File: config.mk
export PLATFORM = sky130hd
export DESIGN_NAME = cacheline_burst_adaptor
export DESIGN_NICKNAME = d
export VERILOG_FILES = /design/src/rtl/cacheline_burst_adaptor_pkg.sv /design/src/rtl/cacheline_burst_adaptor.sv
export SDC_FILE = /design/constraint.sdc
export NUM_CORES = 2
export LEC_CHECK = 0
export ABC_AREA = 1
export CORE_AREA = 2 2 275 277
export DETAILED_ROUTE_END_ITERATION = 12
export DIE_AREA = 0 0 277 279
export PLACE_DENSITY_LB_ADDON = 0.2
export SLEW_MARGIN = 5
export SYNTH_ARGS = -nofsm -noshare
export SYNTH_HDL_FRONTEND = slang
export SYNTH_SLANG_ARGS = --single-unit
File: constraint.sdc
create_clock -name clk -period 2.6 [get_ports clk]
set_clock_uncertainty 0.15 [all_clocks]
set_input_delay 0.52 -clock clk [delete_from_list [all_inputs] [get_ports clk]]
set_output_delay 0.52 -clock clk [all_outputs]
set_load 0.05 [all_outputs]
File: src/rtl/cacheline_burst_adaptor_pkg.sv
// ---------------------------------------------------------------------------
// cacheline_burst_adaptor_pkg
// Shared definitions for the cache-line to memory-burst adaptor: the FSM state
// encoding and the default geometry (line, beat and address widths) together
// with the beat count and beat counter width derived from them.
// ---------------------------------------------------------------------------
package cacheline_burst_adaptor_pkg;

    typedef enum logic [1:0] {
        IDLE  = 2'd0,
        READ  = 2'd1,
        WRITE = 2'd2,
        DONE  = 2'd3
    } state_t;

    localparam int DEF_LINE_WIDTH  = 256;
    localparam int DEF_BURST_WIDTH = 64;
    localparam int DEF_ADDR_WIDTH  = 32;

    // Beats per line; must be a power of two >= 2 so the counter wraps exactly.
    localparam int DEF_BEATS = DEF_LINE_WIDTH / DEF_BURST_WIDTH;
    localparam int DEF_CNT_W = $clog2(DEF_BEATS);

endpackage

File: src/rtl/cacheline_burst_adaptor.sv
// ---------------------------------------------------------------------------
// cacheline_burst_adaptor
// Converts one full-line read or write from the cache controller into a burst
// of BEATS memory beats (little-endian beat order) and answers the cache with
// a single one-cycle resp_o pulse per line.
//
// Ports
//   clk        : clock, all state on the rising edge
//   rst        : synchronous reset, active low
//   line_i     : line to write, captured with write_i in IDLE
//   address_i  : line byte address, captured with the request in IDLE
//   read_i     : cache line-read request, held until resp_o
//   write_i    : cache line-write request, held until resp_o (wins over read_i)
//   line_o     : last assembled read line, valid while resp_o after a read
//   resp_o     : one-cycle completion pulse
//   burst_i    : memory read beat
//   burst_o    : memory write beat (0 outside WRITE)
//   address_o  : registered line address, line-offset bits forced to 0
//   read_o     : memory read command, high for the whole burst
//   write_o    : memory write command, high for the whole burst
//   resp_i     : memory beat handshake, one beat per cycle it is high
// ---------------------------------------------------------------------------
module cacheline_burst_adaptor
    import cacheline_burst_adaptor_pkg::*;
#(
    parameter int LINE_WIDTH  = DEF_LINE_WIDTH,
    parameter int BURST_WIDTH = DEF_BURST_WIDTH,
    parameter int ADDR_WIDTH  = DEF_ADDR_WIDTH
) (
    input  logic                   clk,
    input  logic                   rst,
    input  logic [LINE_WIDTH-1:0]  line_i,
    input  logic [ADDR_WIDTH-1:0]  address_i,
    input  logic                   read_i,
    input  logic                   write_i,
    output logic [LINE_WIDTH-1:0]  line_o,
    output logic                   resp_o,
    input  logic [BURST_WIDTH-1:0] burst_i,
    output logic [BURST_WIDTH-1:0] burst_o,
    output logic [ADDR_WIDTH-1:0]  address_o,
    output logic                   read_o,
    output logic                   write_o,
    input  logic                   resp_i
);

    localparam int BEATS  = LINE_WIDTH / BURST_WIDTH;
    localparam int CNT_W  = $clog2(BEATS);
    localparam int OFFS_W = $clog2(LINE_WIDTH / 8);

    localparam logic [ADDR_WIDTH-1:0] LINE_MASK = {ADDR_WIDTH{1'b1}} << OFFS_W;
    localparam logic [CNT_W-1:0]      LAST_BEAT = CNT_W'(BEATS - 1);

    state_t                 r_state;
    state_t                 w_state_next;
    logic [CNT_W-1:0]       r_count;
    logic [LINE_WIDTH-1:0]  r_wbuf;
    logic [LINE_WIDTH-1:0]  r_rbuf;
    logic [LINE_WIDTH-1:0]  r_line;
    logic [ADDR_WIDTH-1:0]  r_addr;

    logic [LINE_WIDTH-1:0]  w_rbuf_merged;
    logic [BURST_WIDTH-1:0] w_wbeat [BEATS];
    logic                   w_last_beat;

    // Beat views of the buffers: w_wbeat slices the write buffer for the
    // burst_o mux, w_rbuf_merged is the read buffer with the incoming beat
    // dropped into the slot selected by the counter.
    generate
        for (genvar gi = 0; gi < BEATS; gi++) begin : g_beat
            assign w_wbeat[gi] = r_wbuf[gi*BURST_WIDTH +: BURST_WIDTH];
            assign w_rbuf_merged[gi*BURST_WIDTH +: BURST_WIDTH] =
                (r_count == CNT_W'(gi)) ? burst_i
                                        : r_rbuf[gi*BURST_WIDTH +: BURST_WIDTH];
        end
    endgenerate

    assign w_last_beat = resp_i && (r_count == LAST_BEAT);

    always_comb begin
        w_state_next = r_state;
        case (r_state)
            IDLE: begin
                if (write_i) begin
                    w_state_next = WRITE;
                end else if (read_i) begin
                    w_state_next = READ;
                end
            end
            READ, WRITE: begin
                if (w_last_beat) begin
                    w_state_next = DONE;
                end
            end
            DONE:    w_state_next = IDLE;
            default: w_state_next = IDLE;
        endcase
    end

    always_ff @(posedge clk) begin
        if (!rst) begin
            r_state <= IDLE;
            r_count <= '0;
            r_wbuf  <= '0;
            r_rbuf  <= '0;
            r_line  <= '0;
            r_addr  <= '0;
        end else begin
            r_state <= w_state_next;
            case (r_state)
                IDLE: begin
                    if (write_i) begin
                        r_wbuf  <= line_i;
                        r_addr  <= address_i & LINE_MASK;
                        r_count <= '0;
                    end else if (read_i) begin
                        r_addr  <= address_i & LINE_MASK;
                        r_count <= '0;
                    end
                end
                READ: begin
                    if (resp_i) begin
                        r_rbuf  <= w_rbuf_merged;
                        r_count <= r_count + 1'b1;
                        // line_o is a separate copy so it stays stable while
                        // the next read refills the read buffer.
                        if (r_count == LAST_BEAT) begin
                            r_line <= w_rbuf_merged;
                        end
                    end
                end
                WRITE: begin
                    if (resp_i) begin
                        r_count <= r_count + 1'b1;
                    end
                end
                default: ;
            endcase
        end
    end

    assign read_o    = (r_state == READ);
    assign write_o   = (r_state == WRITE);
    assign resp_o    = (r_state == DONE);
    assign burst_o   = (r_state == WRITE) ? w_wbeat[r_count] : '0;
    assign line_o    = r_line;
    assign address_o = r_addr;

endmodule
After elaboration in Yosys (flattened, before gate mapping)
Cells that the tools add are included.
- bits in latches: 0
- bits in read-only memories: 0
- RAM bits: 0
- flip-flop bits (word level): 804
- memories: 0
- bits of input ports: 357
- word-level logic and storage cells: 48
- output and inout bits: 355
- reduce and logical (&&, ||, !) cells: 12
- multiply operators: 0
- muxes and demuxes: 18
- equal/unequal tests: 9
- bitwise logic cells: 1
- order comparisons: 1
- $add $sub $neg: 1
- divide/modulo/power cells: 0
- shift-type cells: 0
- operator list (operator ; count):
    2-to-1 mux 64 bit ; 7
    binary-select mux 64 bit (select 2 bit) ; 1
    2-to-1 mux 32 bit ; 2
    2-to-1 mux 2 bit ; 6
    equality test 2 bit (second input constant) ; 4
    AND reduction 2 bit ; 4
    one-hot mux 2 bit (3 select lines) ; 1
    AND reduction 3 bit ; 2
    equality test 2 x 1 -> 1 bit (second input constant) ; 2
    logical NOT 2 bit ; 2
    != test 2 x 1 -> 1 bit (second input constant) ; 2
    one-hot mux 2 bit (2 select lines) ; 1
    nonzero test 2 bit ; 2
    greater-or-equal comparator 3 bit (second input constant) ; 1
    != test 3 bit (second input constant) ; 1
    inverter 2 -> 3 bit ; 1
    adder 2 x 1 -> 2 bit (second input constant) ; 1
    OR reduction 2 bit ; 1
    logical AND 1 bit ; 1

Depth between registers and ports, before layout
- word-level depth: 5
- depth in mapped cells: 12
- depth with buffers taken out: 8

Worst setup path after synthesis
No wires, ideal clock.
- path kind: flip-flop to output port
- start point: register r_state[0]
- end point: output burst_o[0]
- data required time: 1.930 ns
- buffers on the path: 1
- stages on the path, launching flop included: 6
- arrival time: 2.061 ns
- path slack: -0.131 ns
- cells stage by stage: dfxtp_1 -> inv_1 -> ha_1 -> inv_2 -> clkbuf_1 -> a21oi_1
- longest elaborated chain between the ends: 2
- RTL lines (element ; RTL line ; RTL):
    from (decl) ; cacheline_burst_adaptor.sv:53 ; state_t r_state;
    from (signal assigned) ; cacheline_burst_adaptor.sv:108 ; r_state <= w_state_next;
    equality test 2 bit ; -- ;
    net write_o ; cacheline_burst_adaptor.sv:42 ; output logic write_o,
    2-to-1 mux 64 bit ; cacheline_burst_adaptor.sv:144 ; assign burst_o = (r_state == WRITE) ? w_wbeat[r_count] : '0;
    to (decl) ; cacheline_burst_adaptor.sv:39 ; output logic [BURST_WIDTH-1:0] burst_o,
The timed path passes the listed nets, and every way through them passes these cells.

Worst setup path in the final report
- start point: register r_count[0]
- end point: output burst_o[4]
- longest elaborated chain between the ends: 5
- RTL lines (element ; RTL line ; RTL):
    from (decl) ; cacheline_burst_adaptor.sv:55 ; logic [CNT_W-1:0] r_count;
    from (signal assigned) ; cacheline_burst_adaptor.sv:123 ; r_count <= r_count + 1'b1;
    from (signal assigned) ; cacheline_burst_adaptor.sv:133 ; r_count <= r_count + 1'b1;
    inverter 2 -> 3 bit (not written as such) ; cacheline_burst_adaptor.sv:144 ;
    binary-select mux 64 bit (select 2 bit) ; cacheline_burst_adaptor.sv:144 ;
    2-to-1 mux 64 bit (not written as such) (2 in a row) ; cacheline_burst_adaptor.sv:144 ;
    2-to-1 mux 64 bit ; cacheline_burst_adaptor.sv:144 ;
No other way between the ends. The select of a mux whose other input is x is not followed.

==> run_results.csv <==
group,metric,value,unit
drt,dr_wl_met3,8650,um
power,power_density,939,nW/um^2
power,p_leak,16.4,nW
sta,min_period,2.73,ns
sta,fin_crit_sh,105,%
place,hpwl,71700,um
critical_path,worstSetupPathType,"reg -> out",
final_layout,layout-drive-gt1-share,9.56,%
drt,dr.pass1.iters,6,
worst_hold_path,hp-class,"in -> reg",
synth,yosysWarningCount,0,
cts,clock_path_buffers,3,
cts,clk_pin_slew,0.06,ns
floorplan,dieHeight,279,um
job,max_cap_violations,0,
sta,rsz0062_at_grt,"yes",
synth,yosysSeqAreaShare,47.7,%
drt,drtIter0Drc,2603,
drt,wl_met1,47700,um
global_route,grt_max_degree,150,
cts,cts_buffers,82,
global_route,grt_antenna_before_repair,18,
cts,cts_sinks,735,
final_layout,final_common_cell,"nor2_1",
sta,worst_slew_pin_slew,0.863,ns
synth,netlist-cell-type-count,21,
cts,ctsHtreeMaxLevel,3,
place,io_buffers,701,
floorplan,rows,100,
critical_path,endpoint_kind,"output port",
floorplan,pin_count,712,
drt,routed_via_density,5.02,
critical_path,cp_data_required_time,1.93,ns
final_layout,fillCellCount,6861,
critical_path,start_kind,"register",
synth,syn_area,30800,um^2
synth,synth_mux_area_share,0,%
critical_path,slowest_delay,0.35,ns
sta,slew_violations,0,
drt,wl_met2,50300,um
drt,wl_per_cell,17.8,um
drt,dr_total_vias,30800,
sta,slew_headroom,42.5,%
sta,postLayoutSetupSlackWorst,-0.128,ns
cts,cts-root-buf,"clkbuf_16",
drt,routed.top_layer,"met5",
final_layout,fin_nets,5471,
synth,yosys_register_bits,735,
critical_path,arrival,2.06,ns
drt,drc,0,
floorplan,die_w,277,um
critical_path,cpMaxStageDelayCell,"dfxtp_4",
cts,ctsHoldBuffers,0,
power,p_total,40.6,mW
sta,setup_viol,60,
drt,totalWireLength,109000,um
status,status,"complete, but fails checks",
power,ir_drop,0.000533,V
sta,fmax,367,MHz
critical_path,cpMostUsedCell,"buf_12",
drt,drtAntennaViolNets,0,
critical_path,path_cells,"buf_12, buf_4, clkbuf_16, nand2_2, nand2_1, a21oi_2, buf_12",
final_layout,area_growth,40.1,%
floorplan,start_util,41.6,%
synth,synth_fa_ha_area_share,0.365,%
synth,synthXorXnorAreaFrac,0,%
global_route,grt_pass1_vias,28200,
synth,yosys.area_share.simple,24.2,%
global_route,grt_pass1_wl,167000,um
status,violations,"negative setup slack",
sta,hold_viol,0,
synth,synth_top_family_by_area,"simple AND/OR/NAND/NOR gates",
floorplan,core_area,74100,um^2
place,place_area,39700,um^2
floorplan,die-area,77300,um^2
synth,synth_area_per_cell,6.79,um^2
cts,insertion_delay,0.63,ns
synth,synthCells,4537,
final_layout,final_cell_mix,"1,000 x nor2_1, 844 x nand2_1, 733 x dfxtp_1, 722 x o21ai_0, 617 x clkdlybuf4s50_1",
sta,whs,0.204,ns
global_route,overflow,0,
critical_path,path_max_fanout,11,
final_layout,stdcell_area,43200,um^2
synth,synth_compound_area_share,18.2,%
global_route,track_usage,27.0,%
cts,cts_tree,"yes",
place,gp_congestion,0.875,
-- layout make-up --
cell class	count	area, um^2	share of cell area [%]
Clock buffer	114	2320	5.38
Tap cell	969	1210	2.81
Clock inverter	32	489	1.13
Multi-Input combinational cell	3073	13600	31.5
Inverter	396	1510	3.49
Antenna cell	7	17.5	0.0406
Sequential cell	735	14700	34.1
Timing Repair Buffer	817	9310	21.6
-- metrics by stage --
step / instances / worst slack, ns / utilization (%) / setup TNS, ns
global placement: 5975 / 0.181 / 53.5 / 0
global route: 6142 / -0.182 / 58.3 / -7.58
floorplan: 4541 / -0.131 / - / -7.86
finish: 6143 / -0.128 / 58.3 / -3.18
detailed placement: 5975 / 0.140 / 53.5 / 0
CTS: 6128 / -0.148 / 58.0 / -5.06
-- critical path: cells and delay by family (launching register included) --
kind | cells | cell delay, ns
buffers and inverters | 4 | 0.67
AOI/OAI and AO/OA | 1 | 0.23
and+or+nand+nor | 2 | 0.16
DFF | 1 | 0.35
-- flip-flops by register name, indices dropped and copies added, names as in the netlist --
| register | cells |
|---|---|
| address_o | 27 |
| r_wbuf | 256 |
| r_state | 2 |
| r_rbuf | 192 |
| line_o | 256 |
| r_count | 2 |
-- what timing repair did --
item                       in CTS  in global routing
resized for setup              95                 35
pin swaps                       3                 12
buffers inserted                4                  4
setup endpoints to repair      66                 73
gates cloned                    3                  4
-- worst paths after layout --
check	slack, ns	start	endpoint	cells past startpoint
hold reg to reg	0.30	r_wbuf[95]$_SDFFE_PN0P_	r_wbuf[95]$_SDFFE_PN0P_	2
setup / recovery	-0.13	r_count[0]$_SDFFE_PN0P_	burst_o[4]	7
setup reg to reg	0.27	r_count[0]$_SDFFE_PN0P_	line_o[190]$_SDFFE_PN0P_	9
hold / removal	0.20	rst	r_wbuf[139]$_SDFFE_PN0P_	3
-- synth_stat cells --
| master | number | share of area (%) |
|---|---|---|
| nand2_1 | 853 | 10 |
| clkinv_1 | 2 | 0.024 |
| clkbuf_2 | 6 | 0.097 |
| o21ai_2 | 1 | 0.028 |
| nand3_1 | 2 | 0.032 |
| ha_1 | 9 | 0.37 |
| nor2_4 | 1 | 0.037 |
| conb_1 | 1 | 0.012 |
| a21oi_1 | 387 | 6.3 |
| inv_2 | 3 | 0.037 |
| buf_4 | 17 | 0.41 |
| nor2_1 | 1020 | 12 |
| o21ai_0 | 722 | 12 |
| inv_1 | 391 | 4.8 |
| o21ai_1 | 9 | 0.15 |
| nand2_2 | 1 | 0.020 |
| buf_2 | 92 | 1.5 |
| or2_2 | 63 | 1.3 |
| dfxtp_1 | 735 | 48 |
| clkbuf_1 | 212 | 2.6 |
| buf_1 | 10 | 0.12 |
-- routing by layer --
| metal | global-route usage (%) | vias to the layer above |
|---|---|---|
| met5 | 0 | - |
| met4 | 8.40 | 20 |
| met3 | 6.39 | 174 |
| met2 | 43.6 | 1001 |
| met1 | 35.8 | 14300 |
| li1 | - | 15300 |
-- power breakdown --
group          leakage, nW  internal [mW]  switching [mW]  total, mW
clock network         1.38           7.19            4.92       12.1
registers             6.00           13.3           0.865       14.2
logic                 8.99           5.29            8.95       14.2
total                 16.4           25.8            14.7       40.6
-- kinds of logic (layout without fill, tap and decap cells) --
kind of cell	after synthesis	after routing
AND/OR/NAND/NOR	1940	1940
AO/OA/AOI/OAI	1119	1119
flip-flops	735	735
other	1	12
adder cells (fa/ha/maj)	9	9
buffers and inverters	733	1359
(Power assumes the default switching activity.)
